--- config.mk ---
export PLATFORM = sky130hd
export DESIGN_NAME = gait_sequencer
export DESIGN_NICKNAME = d
export VERILOG_FILES = /design/src/rtl/gait_pkg.sv /design/src/rtl/tick_edge_sync.sv /design/src/rtl/gait_sequencer.sv
export SDC_FILE = /design/constraint.sdc
export NUM_CORES = 1
export LEC_CHECK = 0
export BUFFER_PORTS_ARGS = -buffer_cell sky130_fd_sc_hd__buf_2
export CORE_UTILIZATION = 38
export DETAILED_ROUTE_END_ITERATION = 10
export PLACE_DENSITY = 0.67
export RECOVER_POWER = 100
export SYNTH_ARGS = -nofsm -noshare
export SYNTH_HDL_FRONTEND = slang
export SYNTH_HIERARCHICAL = 1
export SYNTH_SLANG_ARGS = --single-unit
--- constraint.sdc ---
create_clock -name clk -period 2.1 [get_ports clk]
set_clock_uncertainty 0.1 [all_clocks]
set_input_delay 0.42 -clock clk [delete_from_list [all_inputs] [get_ports clk]]
set_output_delay 0.42 -clock clk [all_outputs]
set_load 0.005 [all_outputs]
--- src/rtl/gait_pkg.sv ---
// gait_pkg: shared constants, FSM state type and the 4-step crab-leg gait table
package gait_pkg;
    localparam int POS_W = 8;
    localparam int NSTEPS = 4;
    localparam logic [POS_W-1:0] HOME_LIFT = 8'd128;
    localparam logic [POS_W-1:0] HOME_SWING = 8'd128;
    typedef enum logic [1:0] {IDLE, RUN, PARK} state_t;
    localparam logic [POS_W-1:0] LIFT_TBL [NSTEPS] = '{HOME_LIFT, 8'd200, 8'd200, HOME_LIFT};
    localparam logic [POS_W-1:0] SWING_TBL [NSTEPS] = '{HOME_SWING, HOME_SWING, 8'd64, 8'd64};
    function automatic logic [1:0] step_next(input logic [1:0] s, input logic dir);
        return dir ? s - 2'd1 : s + 2'd1;
    endfunction
endpackage

--- src/rtl/tick_edge_sync.sv ---
// tick_edge_sync: synchronises the asynchronous tick and emits a one-cycle pulse per rising edge
module tick_edge_sync #(
    parameter int SYNC_STAGES = 2
) (
    input  logic clk,
    input  logic rstn,
    input  logic tick_in,
    output logic tick_rise
);
    logic [SYNC_STAGES-1:0] sync;
    logic hist;
    // synchroniser chain plus one history flop for edge detection
    always_ff @(posedge clk or negedge rstn) begin
        if (!rstn) begin
            sync <= '0;
            hist <= 1'b0;
        end else begin
            sync <= {sync[SYNC_STAGES-2:0], tick_in};
            hist <= sync[SYNC_STAGES-1];
        end
    end
    assign tick_rise = sync[SYNC_STAGES-1] & ~hist;
endmodule

--- src/rtl/gait_sequencer.sv ---
// gait_sequencer: steps a crab leg through a 4-step gait, one step per tick rising edge
module gait_sequencer #(
    parameter int SYNC_STAGES = 2,
    parameter int POS_W = gait_pkg::POS_W
) (
    input  logic             clk,
    input  logic             rstn,
    input  logic             tick_in,
    input  logic             enable,
    input  logic             reverse,
    output logic [POS_W-1:0] lift_pos,
    output logic [POS_W-1:0] swing_pos,
    output logic [1:0]       step_idx,
    output logic             step_strobe,
    output logic             busy
);
    import gait_pkg::*;
    state_t state, state_nx;
    logic tick_rise, do_step, step_dir, park_dir, park_dir_nx;
    logic [1:0] step_nx;
    tick_edge_sync #(.SYNC_STAGES(SYNC_STAGES)) u_sync (
        .clk(clk),
        .rstn(rstn),
        .tick_in(tick_in),
        .tick_rise(tick_rise)
    );
    // state, step counter and registered servo targets
    always_ff @(posedge clk or negedge rstn) begin
        if (!rstn) begin
            state <= IDLE;
            step_idx <= 2'd0;
            park_dir <= 1'b0;
            lift_pos <= HOME_LIFT;
            swing_pos <= HOME_SWING;
            step_strobe <= 1'b0;
        end else begin
            state <= state_nx;
            step_idx <= step_nx;
            park_dir <= park_dir_nx;
            lift_pos <= LIFT_TBL[step_nx];
            swing_pos <= SWING_TBL[step_nx];
            step_strobe <= do_step;
        end
    end
    // transitions and step decisions, evaluated only on tick edges
    always_comb begin
        state_nx = state;
        do_step = 1'b0;
        step_dir = reverse;
        park_dir_nx = park_dir;
        if (tick_rise) begin
            case (state)
                IDLE: begin
                    state_nx = enable ? RUN : IDLE;
                    do_step = enable;
                end
                RUN: begin
                    if (enable) begin
                        do_step = 1'b1;
                    end else if (step_idx != 2'd0) begin
                        state_nx = PARK;
                        do_step = 1'b1;
                        park_dir_nx = reverse;
                    end else begin
                        state_nx = IDLE;
                    end
                end
                PARK: begin
                    do_step = 1'b1;
                    if (enable) begin
                        state_nx = RUN;
                    end else begin
                        step_dir = park_dir;
                        state_nx = (step_next(step_idx, park_dir) == 2'd0) ? IDLE : PARK;
                    end
                end
                default: state_nx = IDLE;
            endcase
        end
        step_nx = do_step ? step_next(step_idx, step_dir) : step_idx;
    end
    // status output decoded from the state register only
    always_comb begin
        busy = (state != IDLE);
    end
endmodule

==> metrics.md <==
| Metric | Value |
|---|---|
| Failing checks | `design-rule violations` |
| Die area | `1880 um^2` |
| Synth Flop Type | `dfrtp_1` |
| Cell Chain, Critical Path | `inv_1 -> ha_1 -> nor2b_1 -> o311ai_2 -> inv_1 -> nand4_1 -> nand4_1` |
| Antenna violations before repair | `0` |
| CTS max path bufs | `2` |
| Max-cap violations | `0` |
| Final slew viol count | `0` |
| Async S/R FF share, synth | `100%` |
| Seq/Total Area, Yosys | `42.6%` |
| #FFs+latches synth | `11` |
| Number of buffers and inverters on the critical path | `2` |
| Setup slack after layout | `0.280 ns` |
| Mapped Area | `649 um^2` |
| DPL Wire Length | `685 um` |
| CTS root buffer | `clkbuf_4` |
| Routability Congestion | `0.843` |
| Tcrit/Tclk final | `86.7%` |
| WP depth | `7` |
| Cell variety after synth | `27` |
| Top Ports | `25` |
| Drt first-iter violations | `23` |
| Sequential share of power | `40.8%` |
| Post-synth top area share | `38.5%` |
| Biggest area consumer among synthesized cells | `dfrtp_1` |
| Vias | `442` |
| # diodes | `0` |
| Vias per inst | `4.86` |
| Clock power frac | `17.5%` |
| CTS clock-pin slew for the worst setup and hold paths | `0.07 ns` |
| Grt ovf | `0` |
| Post-synth EDFFs | `0` |
| Avg Cell Area, Syn | `10.5 um^2` |
| CTS Sinks | `11` |
| CP arrival | `1.87 ns` |
| FF-to-FF path depth | `7` |
| Final setup viols | `0` |
| YS warnings | `6` |
| Min-Delay Path Depth | `1` |
| Max Freq | `549 MHz` |
| Syn-to-layout area delta | `7.32%` |
| Final nets | `82` |
| Comb power frac | `41.7%` |
| Peak VDD IR | `0.000530 V` |
| Fin Setup TNS | `0 ns` |
| Finished Core Util | `44.7%` |
| P_int | `515 uW` |
| PwrDens | `1180 nW/um^2` |
| RSZ-0062 raised after global routing | `no` |
| Status | `finished, violations left` |
| Routed len/inst | `11.0 um` |
| Die Ht | `43.3 um` |
| Switching share of power | `37.6%` |
| Worst Setup End Kind | `flop` |
| Initial Utilization | `41.7%` |
| Worst-margin pin slew | `0.582 ns` |
| Sw power | `311 uW` |
| Slew headroom | `61.2%` |
| CP max-delay cell | `dfrtp_1` |
| Fin crit period | `1.82 ns` |
| Worst Path Max Fanout | `7` |
| Routed Antenna Nets | `0` |
| Critical Path Start Type | `flop` |
| CTS tree | `yes` |
| Leak pwr | `0.356 nW` |
| Largest net degree at the start of global routing | `12` |
| Mapped Cells | `62` |
| Crit-path max cell delay | `0.44 ns` |
| Global Route Usage Sum | `12.2%` |
| First-pass GRT wire length | `1.63 mm` |
| Synth top area cells | `dfrtp_1 39%, buf_4 16%, dfstp_2 4.0%` |
| IO Port Bufs | `12` |
| Die Span X | `43.3 um` |
| H-tree depth | `1` |
| WS Path Type | `reg2reg` |
| Pre-CTS WS | `0.346 ns` |
| Total CTS buffers | `3` |
| Final hold violation count | `0` |
| Vias in the first global route | `369` |
| HP Class | `in2reg` |
| Post-Route WL | `1.00 mm` |
| Fillers | `161` |
| Count of standard-cell rows | `14` |
| Remaining DRCs | `4` |
| CP top delay family | `flip-flops` |
| Clk_lat worst skew | `0.27 ns` |
| Ratio of cells with drive above 1 in the final layout | `26.7%` |
| Drt first pass iters | `7` |
| Req. time, crit path | `2.15 ns` |
| CTS resizes | `0` |
| Core region area | `1560 um^2` |
Yosys cell counts (all sizes together), types with 2 or more instances:
library cell / count
xnor2: 2
dfrtp: 10
o21ai: 2
nor2: 5
buf: 14
nand4: 2
inv: 4
conb: 2
and4bb: 2
a21o: 2
nand2: 2
nor2b: 2
nand3: 2
per-stage QoR:
stage                     hold slack [ns]  cell area (um^2)  power [mW]  instances
after global routing                0.132               697       0.901         91
final                               0.154               697       0.825         91
after global placement              0.198               662       0.680         86
after CTS                           0.149               699       0.835         91
after floorplan                    0.0244               687       0.616         72
after detailed placement            0.201               662       0.683         86
cell usage in the layout (no fill, tap or decap):
cell,instances
a211o_1,1
a21o_1,2
a21oi_1,1
and4bb_1,1
and4bb_4,1
buf_2,10
clkbuf_1,2
clkbuf_4,3
clkinv_2,1
conb_1,12
dfrtp_1,10
dfstp_2,1
dlygate4sd3_1,1
ha_1,1
inv_1,4
mux2_1,1
mux2i_4,1
nand2_1,2
nand2b_1,1
nand3_1,2
nand4_1,2
nor2_1,5
nor2b_1,1
nor2b_4,1
o21ai_0,2
o311ai_2,1
o31ai_1,1
or2_2,1
xnor2_1,2
xor2_1,1
area by class of cell:
type | count | area [um^2] | share of cell area [%]
Clock buffer | 3 | 22.5 | 3.23
Multi-Input combinational cell | 43 | 290 | 41.7
Timing Repair Buffer | 13 | 67.6 | 9.69
Clock inverter | 1 | 5.00 | 0.718
Sequential cell | 11 | 277 | 39.7
Inverter | 4 | 15.0 | 2.15
Tap cell | 16 | 20.0 | 2.87
sequential cells by signal (all words and copies together), names as in the netlist:
signal,cells
step_idx,1
u_sync/sync,2
swing_pos,2
park_dir,1
step_strobe,1
lift_pos,1
u_sync/hist,1
state,2
logic make-up after synthesis:
family                   after synthesis  share of synthesized area [%]
buffers and inverters                 18                           18.5
AND/OR/NAND/NOR                       17                           17.0
flip-flops                            11                           42.6
AO/OA/AOI/OAI                          8                           9.63
XOR/XNOR                               3                           4.05
other                                  2                           1.16
multiplexers                           2                           5.20
adder cells (fa/ha/maj)                1                           1.93
per-layer routing:
layer  routed length (um)  vias to the layer above  global-route usage (%)  share of wire, %
li1                     -                      206                       -                 -
met5                    0                        -                       0                 0
met1                  412                      199                    15.2                41
met3                   67                        5                    1.25               6.7
met2                  496                       32                    20.3                50
met4                   24                        0                    7.50               2.4
worst paths after layout:
kind / startpoint / end / slack, ns
worst max-delay path: step_idx[0]$_DFF_PN0_ / lift_pos[3]$_DFF_PN0_ / 0.28
worst min-delay path: tick_in / u_sync/sync[0]$_DFF_PN0_ / 0.15
worst max register to register: step_idx[0]$_DFF_PN0_ / lift_pos[3]$_DFF_PN0_ / 0.28
worst min register to register: u_sync/sync[0]$_DFF_PN0_ / u_sync/sync[1]$_DFF_PN0_ / 0.25
max in group asynchronous: rstn / u_sync/sync[1]$_DFF_PN0_ / 0.93
min in group asynchronous: rstn / park_dir$_DFFE_PN0P_ / 0.59
power groups by stage:
stage	logic, mW	clock network (mW)	registers, mW
6_report	0.344	0.144	0.337
5_1_grt	0.388	0.167	0.345
4_1_cts	0.346	0.151	0.338
3_5_place_dp	0.341	0	0.342
3_3_place_gp	0.342	0	0.338
2_1_floorplan	0.278	0	0.338
timing repair:
item / in CTS / in global routing
endpoints found under the setup margin: 0 / 0
endpoints found under the hold margin: 10 / 0
hold buffers: 1 / 0
setup buffers: 0 / 0
Note: power is estimated with default switching activity, not from simulation.
